[src/rtl/generic_mlab_fifo.sv]
// generic_mlab_fifo: single-clock first-word-fall-through FIFO.
// An MLAB-style RAM with a registered read port feeds a prefetch register,
// which in turn feeds a one-entry output stage. The occupancy count covers all
// three places a word can live, so capacity is exactly DEPTH words.
module generic_mlab_fifo #(
  parameter int WIDTH         = 8,
  parameter int ADDR_WIDTH    = 5,
  parameter int AFULL_THRESH  = (2**ADDR_WIDTH) - 2,
  parameter int AEMPTY_THRESH = 2
) (
  input  logic                  clk,
  input  logic                  rst_n,
  input  logic                  clr,
  input  logic                  wr_en,
  input  logic [WIDTH-1:0]      wr_data,
  output logic                  full,
  output logic                  almost_full,
  output logic                  rd_valid,
  input  logic                  rd_ready,
  output logic [WIDTH-1:0]      rd_data,
  output logic                  almost_empty,
  output logic [ADDR_WIDTH:0]   count,
  output logic                  overflow
);

  localparam int DEPTH = 2**ADDR_WIDTH;
  localparam logic [ADDR_WIDTH:0] DEPTH_CNT  = (ADDR_WIDTH+1)'(DEPTH);
  localparam logic [ADDR_WIDTH:0] AFULL_CNT  = (ADDR_WIDTH+1)'(AFULL_THRESH);
  localparam logic [ADDR_WIDTH:0] AEMPTY_CNT = (ADDR_WIDTH+1)'(AEMPTY_THRESH);

  // Storage array; contents survive reset and flush.
  logic [WIDTH-1:0]      mem [DEPTH];

  // Pointers and occupancy bookkeeping.
  logic [ADDR_WIDTH-1:0] wptr_q,   wptr_d;
  logic [ADDR_WIDTH-1:0] rptr_q,   rptr_d;
  logic [ADDR_WIDTH:0]   unread_q, unread_d;
  logic [ADDR_WIDTH:0]   count_q,  count_d;

  // Prefetch register (the RAM's registered read port) and output stage.
  logic                  pf_valid_q,  pf_valid_d;
  logic [WIDTH-1:0]      pf_data_q;
  logic                  out_valid_q, out_valid_d;
  logic [WIDTH-1:0]      out_data_q,  out_data_d;

  logic                  overflow_q,  overflow_d;

  // Handshake and pipeline movement strobes.
  logic                  wr_accept;
  logic                  rd_accept;
  logic                  pf_move;
  logic                  rd_issue;

  // Flags are derived from registered state only, so no input reaches them.
  assign full         = (count_q == DEPTH_CNT);
  assign almost_full  = (count_q >= AFULL_CNT);
  assign almost_empty = (count_q <= AEMPTY_CNT);
  assign count        = count_q;
  assign rd_valid     = out_valid_q;
  assign rd_data      = out_data_q;
  assign overflow     = overflow_q;

  // A write is taken only when not full; a read only when the head is presented.
  // The prefetched word moves forward whenever the output stage is empty or being
  // emptied, and a new RAM read is launched whenever the prefetch register will be
  // free at the next edge, which keeps reads streaming at one word per cycle.
  always_comb begin
    wr_accept = wr_en && !full;
    rd_accept = out_valid_q && rd_ready;
    pf_move   = pf_valid_q && (!out_valid_q || rd_accept);
    rd_issue  = (unread_q != '0) && (!pf_valid_q || pf_move);
  end

  // Next-state computation for pointers, counters, pipeline stages and flags.
  always_comb begin
    wptr_d      = wptr_q;
    rptr_d      = rptr_q;
    unread_d    = unread_q;
    count_d     = count_q;
    pf_valid_d  = pf_valid_q;
    out_valid_d = out_valid_q;
    out_data_d  = out_data_q;
    overflow_d  = overflow_q;

    if (clr) begin
      wptr_d      = '0;
      rptr_d      = '0;
      unread_d    = '0;
      count_d     = '0;
      pf_valid_d  = 1'b0;
      out_valid_d = 1'b0;
      out_data_d  = '0;
      overflow_d  = 1'b0;
    end else begin
      if (wr_accept) begin
        wptr_d = wptr_q + 1'b1;
      end
      if (rd_issue) begin
        rptr_d = rptr_q + 1'b1;
      end

      unique case ({wr_accept, rd_issue})
        2'b10:   unread_d = unread_q + 1'b1;
        2'b01:   unread_d = unread_q - 1'b1;
        default: unread_d = unread_q;
      endcase

      unique case ({wr_accept, rd_accept})
        2'b10:   count_d = count_q + 1'b1;
        2'b01:   count_d = count_q - 1'b1;
        default: count_d = count_q;
      endcase

      if (rd_issue) begin
        pf_valid_d = 1'b1;
      end else if (pf_move) begin
        pf_valid_d = 1'b0;
      end

      if (pf_move) begin
        out_valid_d = 1'b1;
        out_data_d  = pf_data_q;
      end else if (rd_accept) begin
        out_valid_d = 1'b0;
      end

      if (wr_en && full) begin
        overflow_d = 1'b1;
      end
    end
  end

  // State registers with asynchronous active-low reset.
  always_ff @(posedge clk or negedge rst_n) begin
    if (!rst_n) begin
      wptr_q      <= '0;
      rptr_q      <= '0;
      unread_q    <= '0;
      count_q     <= '0;
      pf_valid_q  <= 1'b0;
      out_valid_q <= 1'b0;
      out_data_q  <= '0;
      overflow_q  <= 1'b0;
    end else begin
      wptr_q      <= wptr_d;
      rptr_q      <= rptr_d;
      unread_q    <= unread_d;
      count_q     <= count_d;
      pf_valid_q  <= pf_valid_d;
      out_valid_q <= out_valid_d;
      out_data_q  <= out_data_d;
      overflow_q  <= overflow_d;
    end
  end

  // RAM write port; a flush in the same cycle drops the write.
  always_ff @(posedge clk) begin
    if (wr_accept && !clr) begin
      mem[wptr_q] <= wr_data;
    end
  end

  // Registered RAM read port; its valid bit lives in pf_valid_q.
  always_ff @(posedge clk) begin
    if (rd_issue) begin
      pf_data_q <= mem[rptr_q];
    end
  end

endmodule

[config.mk]
export PLATFORM = sky130hd
export DESIGN_NAME = generic_mlab_fifo
export DESIGN_NICKNAME = d
export VERILOG_FILES = /design/src/rtl/generic_mlab_fifo.sv
export SDC_FILE = /design/constraint.sdc
export NUM_CORES = 1
export LEC_CHECK = 0
export ABC_CLOCK_PERIOD_IN_PS = 3100
export CAP_MARGIN = 20
export CORE_ASPECT_RATIO = 0.5
export CORE_MARGIN = 10
export CORE_UTILIZATION = 33
export DETAILED_ROUTE_END_ITERATION = 7
export GPL_ROUTABILITY_DRIVEN = 0
export REMOVE_ABC_BUFFERS = 1
export SYNTH_ARGS = -nofsm -noshare
export SYNTH_HDL_FRONTEND = slang
export SYNTH_SLANG_ARGS = --single-unit
export TNS_END_PERCENT = 1
[constraint.sdc]
create_clock -name clk -period 3.1 [get_ports clk]
set_input_delay 0.465 -clock clk [delete_from_list [all_inputs] [get_ports clk]]
set_output_delay 0.465 -clock clk [all_outputs]
set_load 0.1 [all_outputs]
[Word-level counts from Yosys, hierarchy flattened]
Memory sizes are Yosys's and may differ from the RTL's. A register that Yosys moved wholly into a read port is not among the register bits.
Index checks and enable logic that the tools add are counted.
Cells by class
  divide/modulo/power cells: 0
  bitwise gates (word level): 0
  $add $sub $neg: 6
  magnitude comparators: 2
  $mul: 0
  equal/unequal tests: 5
  multiplexer cells: 20
  shift-type cells: 0
  reduce and logical (&&, ||, !) cells: 21
Operators with widths (number)
  one-hot mux 6 bit (2 select lines): 2
  2-to-1 mux 5 bit: 4
  2-to-1 mux 8 bit: 2
  adder 6 x 1 -> 6 bit, second input constant: 2
  2-to-1 mux 6 bit: 2
  nonzero test 3 bit: 4
  subtractor 6 x 1 -> 6 bit, second input constant: 2
  adder 5 x 1 -> 5 bit, second input constant: 2
  2-to-1 mux 1 bit: 10
  nonzero test 2 bit: 4
  equality test 6 bit, second input constant: 1
  >= comparator 6 x 5 -> 1 bit, second input constant: 1
  less-or-equal comparator 6 x 2 -> 1 bit, second input constant: 1
  logical AND 1 bit: 6
  nonzero test 6 bit: 1
  equality test 2 x 1 -> 1 bit, second input constant: 2
  equality test 2 bit, second input constant: 2
  logical NOT 1 bit: 4
  logical OR 1 bit: 2
Word-level totals
  bits in registers: 33
  RAM bits: 256
  output and inout port bits: 19
  memory bits (read-only): 0
  input port bits: 13
  memories kept: 1
  latch bits: 0
  logic and storage cells: 63
Memory list
  mem: depth 32, width 8, read ports 1, clocked after memory_dff 1, wr ports 1, line 32  | logic [WIDTH-1:0] mem [DEPTH];

[Logic depth before layout (Yosys ltp)]
  depth after elaboration: 8
  gate-level depth with buffers: 11
  gate-level depth less buffers: 10

[Least setup slack after synthesis]
No wires, ideal clock.
  path type: flip-flop to flip-flop
  start: register count_q[1], in the netlist count[1]
  end: register unread_q[5]
  data required time: 2.975 ns
  clock period less this slack: 3.204 ns
  path buffers: 1
  library setup time: 0.125 ns
  path slack: -0.104 ns
  cell stages (with the launch flop): 11
  arrival: 3.080 ns
  cell sequence: dfrtp_1 -> buf_2 -> nor3b_1 -> a21o_1 -> and2_1 -> ha_1 -> a41o_1 -> a21oi_1 -> nor3_1 -> a21oi_1 -> mux2_2
Between the ends
  word-level cells in the longest chain between the ends: 6
  elaborated cells on any way between the ends: 8
  those cells by class: 3 x eq/ne; 2 x mux; 3 x reduce/logical
Ends and longest elaborated chain
  start, declared: line 38  | logic [ADDR_WIDTH:0] count_q, count_d;
  start signal, assigned: line 148  | count_q <= count_d;
  equality test 6 bit (*): line 55  | assign full = (count_q == DEPTH_CNT);
  logical NOT 1 bit (*): line 68  | wr_accept = wr_en && !full;
  logical AND 1 bit (*): line 68
  equality test 2 x 1 -> 1 bit / equality test 2 bit (equally long branches): line 102  | unique case ({wr_accept, rd_issue})
  one-hot mux 6 bit (2 select lines): line 102
  2-to-1 mux 6 bit: line 85  | if (clr) begin
  end signal, assigned: line 147  | unread_q <= unread_d;
  end, declared: line 37  | logic [ADDR_WIDTH:0] unread_q, unread_d;
Every way passes the cells marked *; elsewhere a longest branch is shown, timed or not.
A chain may end at the register's enable or synchronous reset.

[Worst setup path in the final report]
  start: register count_q[0], in the netlist count[0]
  end: register count_q[4], in the netlist count[4]
Between the ends
  word-level cells in the longest chain between the ends: 6
  elaborated cells on any way between the ends: 10
  those cells by class: 2 x add/sub; 3 x eq/ne; 2 x mux; 3 x reduce/logical
Ends and longest elaborated chain
  branches (longest 6 deep; another with subtractor 6 x 1 -> 6 bit)
Parallel ways; which one is timed is not known.

==> metrics <==
WL final=around 25,000 microns; number of global-route vias before repair=6,154; final setup vio count=0; worst stage delay on the critical path=between 0.5 and 0.6 ns; CP cell instances=or4_4 > o41ai_4 > xor2_1 > ha_1 > nor2_1 > nor2_1 > a31oi_1 > a2111oi_2 > nand3b_1; leak pwr=between 0.004 and 0.005 uW; TritonCTS Buffers=29; unrepaired setup endpoints after global routing=false; area grow syn2layout=18.8%; CTS Hold Bufs=0; R2R depth=9; Worst setup EP type=flip-flop; CTS tree=built; Port Buffers=31; Final Non-Filler Cells=1,231; Placed Cells=between 1,000 and 1,500; CP Max Fanout=8; Starting DRT DRC Count=roughly 500; register bit total from synthesis=slightly below 300; Placement Setup Slack=about 0.14 ns; antenna violations before repair=1; most common cell after layout, fill and taps aside=edfxtp_1; Final Cell Area=14,400 sq um; FF-to-FF Start=count[0]$_DFFE_PN0P_; YS warnings=0; Antenna diodes=0; overall routing resource usage=between 10% and 20%; worst setup margin=around 0.49 ns; number of vias per cell=slightly below 5; status=finished, final reports clean; Slew Limit Headroom=a little under two fifths; R2R setup slack=around 0.49 ns; pins over their slew limit=0; mapped cell area=around 12,000 sq um; io pins=32; drt first pass iters=4; crit path kind=reg2reg; drt wl/cell=a little over 20 microns; post-synthesis instance total=627; Worst-path clk slew=approximately 0.06 ns; Setup Skew=0.0165 ns; MaxCap Viol Count=0; HP Class=in2async; clk sinks=297; largest net degree at the start of global routing=64; Fillers=3,216; number of synthesized flops with an enable pin=around 260; placed instance area=around 13,000 sq um; cell mode on critical path=nor2_1; Avg Inst Size Synth=19.3 sq um; number of gates resized after CTS=0; Yosys cell types=50; Slew @ Worst Pin=0.930 ns; hpwl dp=16,000 microns; Slowest-stage cell, CP=or4_4; clock buffer depth=3; Min Clock Period, post-route=2.61 ns; height of the die=156 microns; CTS root buf=clkbuf_16; grt ovf=0; fmax=roughly 380 MHz; async set or reset register ratio after synthesis=~11%; Initial Util=around a third; final hold vios=0; Synth Flop Type=edfxtp_1; area leader, netlist=edfxtp_1; Nets=between 700 and 800; post-synthesis sequential area ratio=between 70% and 80%; first-pass GRT wire length=approximately 38,000 microns; Startpoint Class=flip-flop; Max IR drop VDD=between 400 and 500 uV; Post-route DRC=0; Synth top area share=approximately 65%; Core Util, Final=between 30% and 40%; die width=a little under 300 microns; Worst Path Arrival=3.09 ns; area of the die=about 45,000 sq um; DR vias=6,084; period utilization=84.1%; antenna-violating nets left=0; ranking of synthesized cells by area=edfxtp_1, mux4_2, dfrtp_1; H-tree depth=1; final setup TNS=0 ns; Reg-to-Reg End=count[4]$_DFFE_PN0P_; WP data required=3.58 ns; clock latency on the worst-skew pair=between 0.5 and 0.6 ns; row cnt=between 40 and 50; Post-CTS Setup Repair Bufs=0; Cell Pwr Density=767 nW/um^2; CORE AREA=~36,000 sq um; commonest non-fill, non-tap cells in the layout=edfxtp_1, mux4_2, buf_4, nor2_1, clkbuf_16; layout cells sized above 1=around 30%
-- metal layers --
layer / up-vias / GRT usage [%] / wire [microns]
met1: 3186 / 15.6 / 11600
met4: 0 / 2.35 / 404
met5: - / 0 / 0
li1: 2720 / - / -
met3: 32 / 2.22 / 1460
met2: 146 / 16.8 / 11500
-- cell families (layout without fill, tap and decap cells) --
kind of cell / Yosys count / count (layout) / synth area share, %
compound gates: 37 / 37 / 2.38
xor+xnor: 15 / 15 / 1.08
fa+ha+maj: 11 / 11 / 1.13
buf+inv: 36 / 156 / 1.43
flops: 297 / 297 / 72.2
mux: 101 / 101 / 16.7
simple gates: 130 / 130 / 5.10
-- metrics by stage --
stage	hold WS, ns	power (uW)
4_1_cts	0.456	11200
3_5_place_dp	0.484	7510
6_report	0.423	11100
5_1_grt	0.495	11500
2_1_floorplan	0.169	6730
3_3_place_gp	0.470	7490
-- cell usage after synthesis (all sizes together) (3+ instances only) --
master	number
edfxtp	264
mux2i	11
nand4	5
nor3	7
o21ai	4
mux2	10
a211oi	3
nor2b	3
buf	13
nand2	13
nand3	4
dfrtp	33
inv	7
nand2b	4
mux4	80
nand3b	8
ha	11
clkbuf	16
and2	5
a21oi	9
xnor2	6
xor2	9
nor2	72
-- worst max-delay path by stage --
stage | slack [ns] | depth (start not counted) | startpoint | to
4_1_cts | 0.47 | 4 | rptr_q[0]$_DFFE_PN0P_ | pf_data_q[3]$_DFFE_PP_
2_1_floorplan | -1.14 | 3 | rptr_q[0]$_DFFE_PN0P_ | pf_data_q[0]$_DFFE_PP_
3_3_place_gp | 0.17 | 10 | rd_ready | unread_q[5]$_DFFE_PN0P_
3_5_place_dp | 0.14 | 10 | rd_ready | unread_q[5]$_DFFE_PN0P_
6_report | 0.49 | 9 | count[0]$_DFFE_PN0P_ | count[4]$_DFFE_PN0P_
5_1_grt | 0.27 | 9 | count[0]$_DFFE_PN0P_ | count[4]$_DFFE_PN0P_
-- flip-flops by register name (all words and copies together), names as in the netlist --
register and count:
wptr_q 5, unread_q 6, mem 256, rd_data 8
rd_valid 1, overflow 1, count 6, pf_data_q 8
pf_valid_q 1, rptr_q 5
-- cell type report --
type,count,area (sq um),share of cell area [%]
Sequential cell,297,8760,60.8
Multi-Input combinational cell,294,3200,22.2
Clock buffer,35,811,5.63
Timing Repair Buffer,95,798,5.54
Tap cell,484,606,4.20
Clock inverter,19,204,1.42
Inverter,7,26.3,0.182
-- report_power, final --
part           internal, uW  switching [uW]
Clock                  2200            1460
Sequential             4560             170
Combinational          1160            1500
-- critical path, delay by kind of cell, from the launching register on --
family / cells / cell delay (ns)
and+or+nand+nor: 4 / 0.91
AOI/OAI and AO/OA: 3 / 0.74
DFF: 1 / 0.48
adders and majority gates: 1 / 0.23
xor gates and xnor gates: 1 / 0.18
Note: power is estimated with default switching activity, not from simulation.
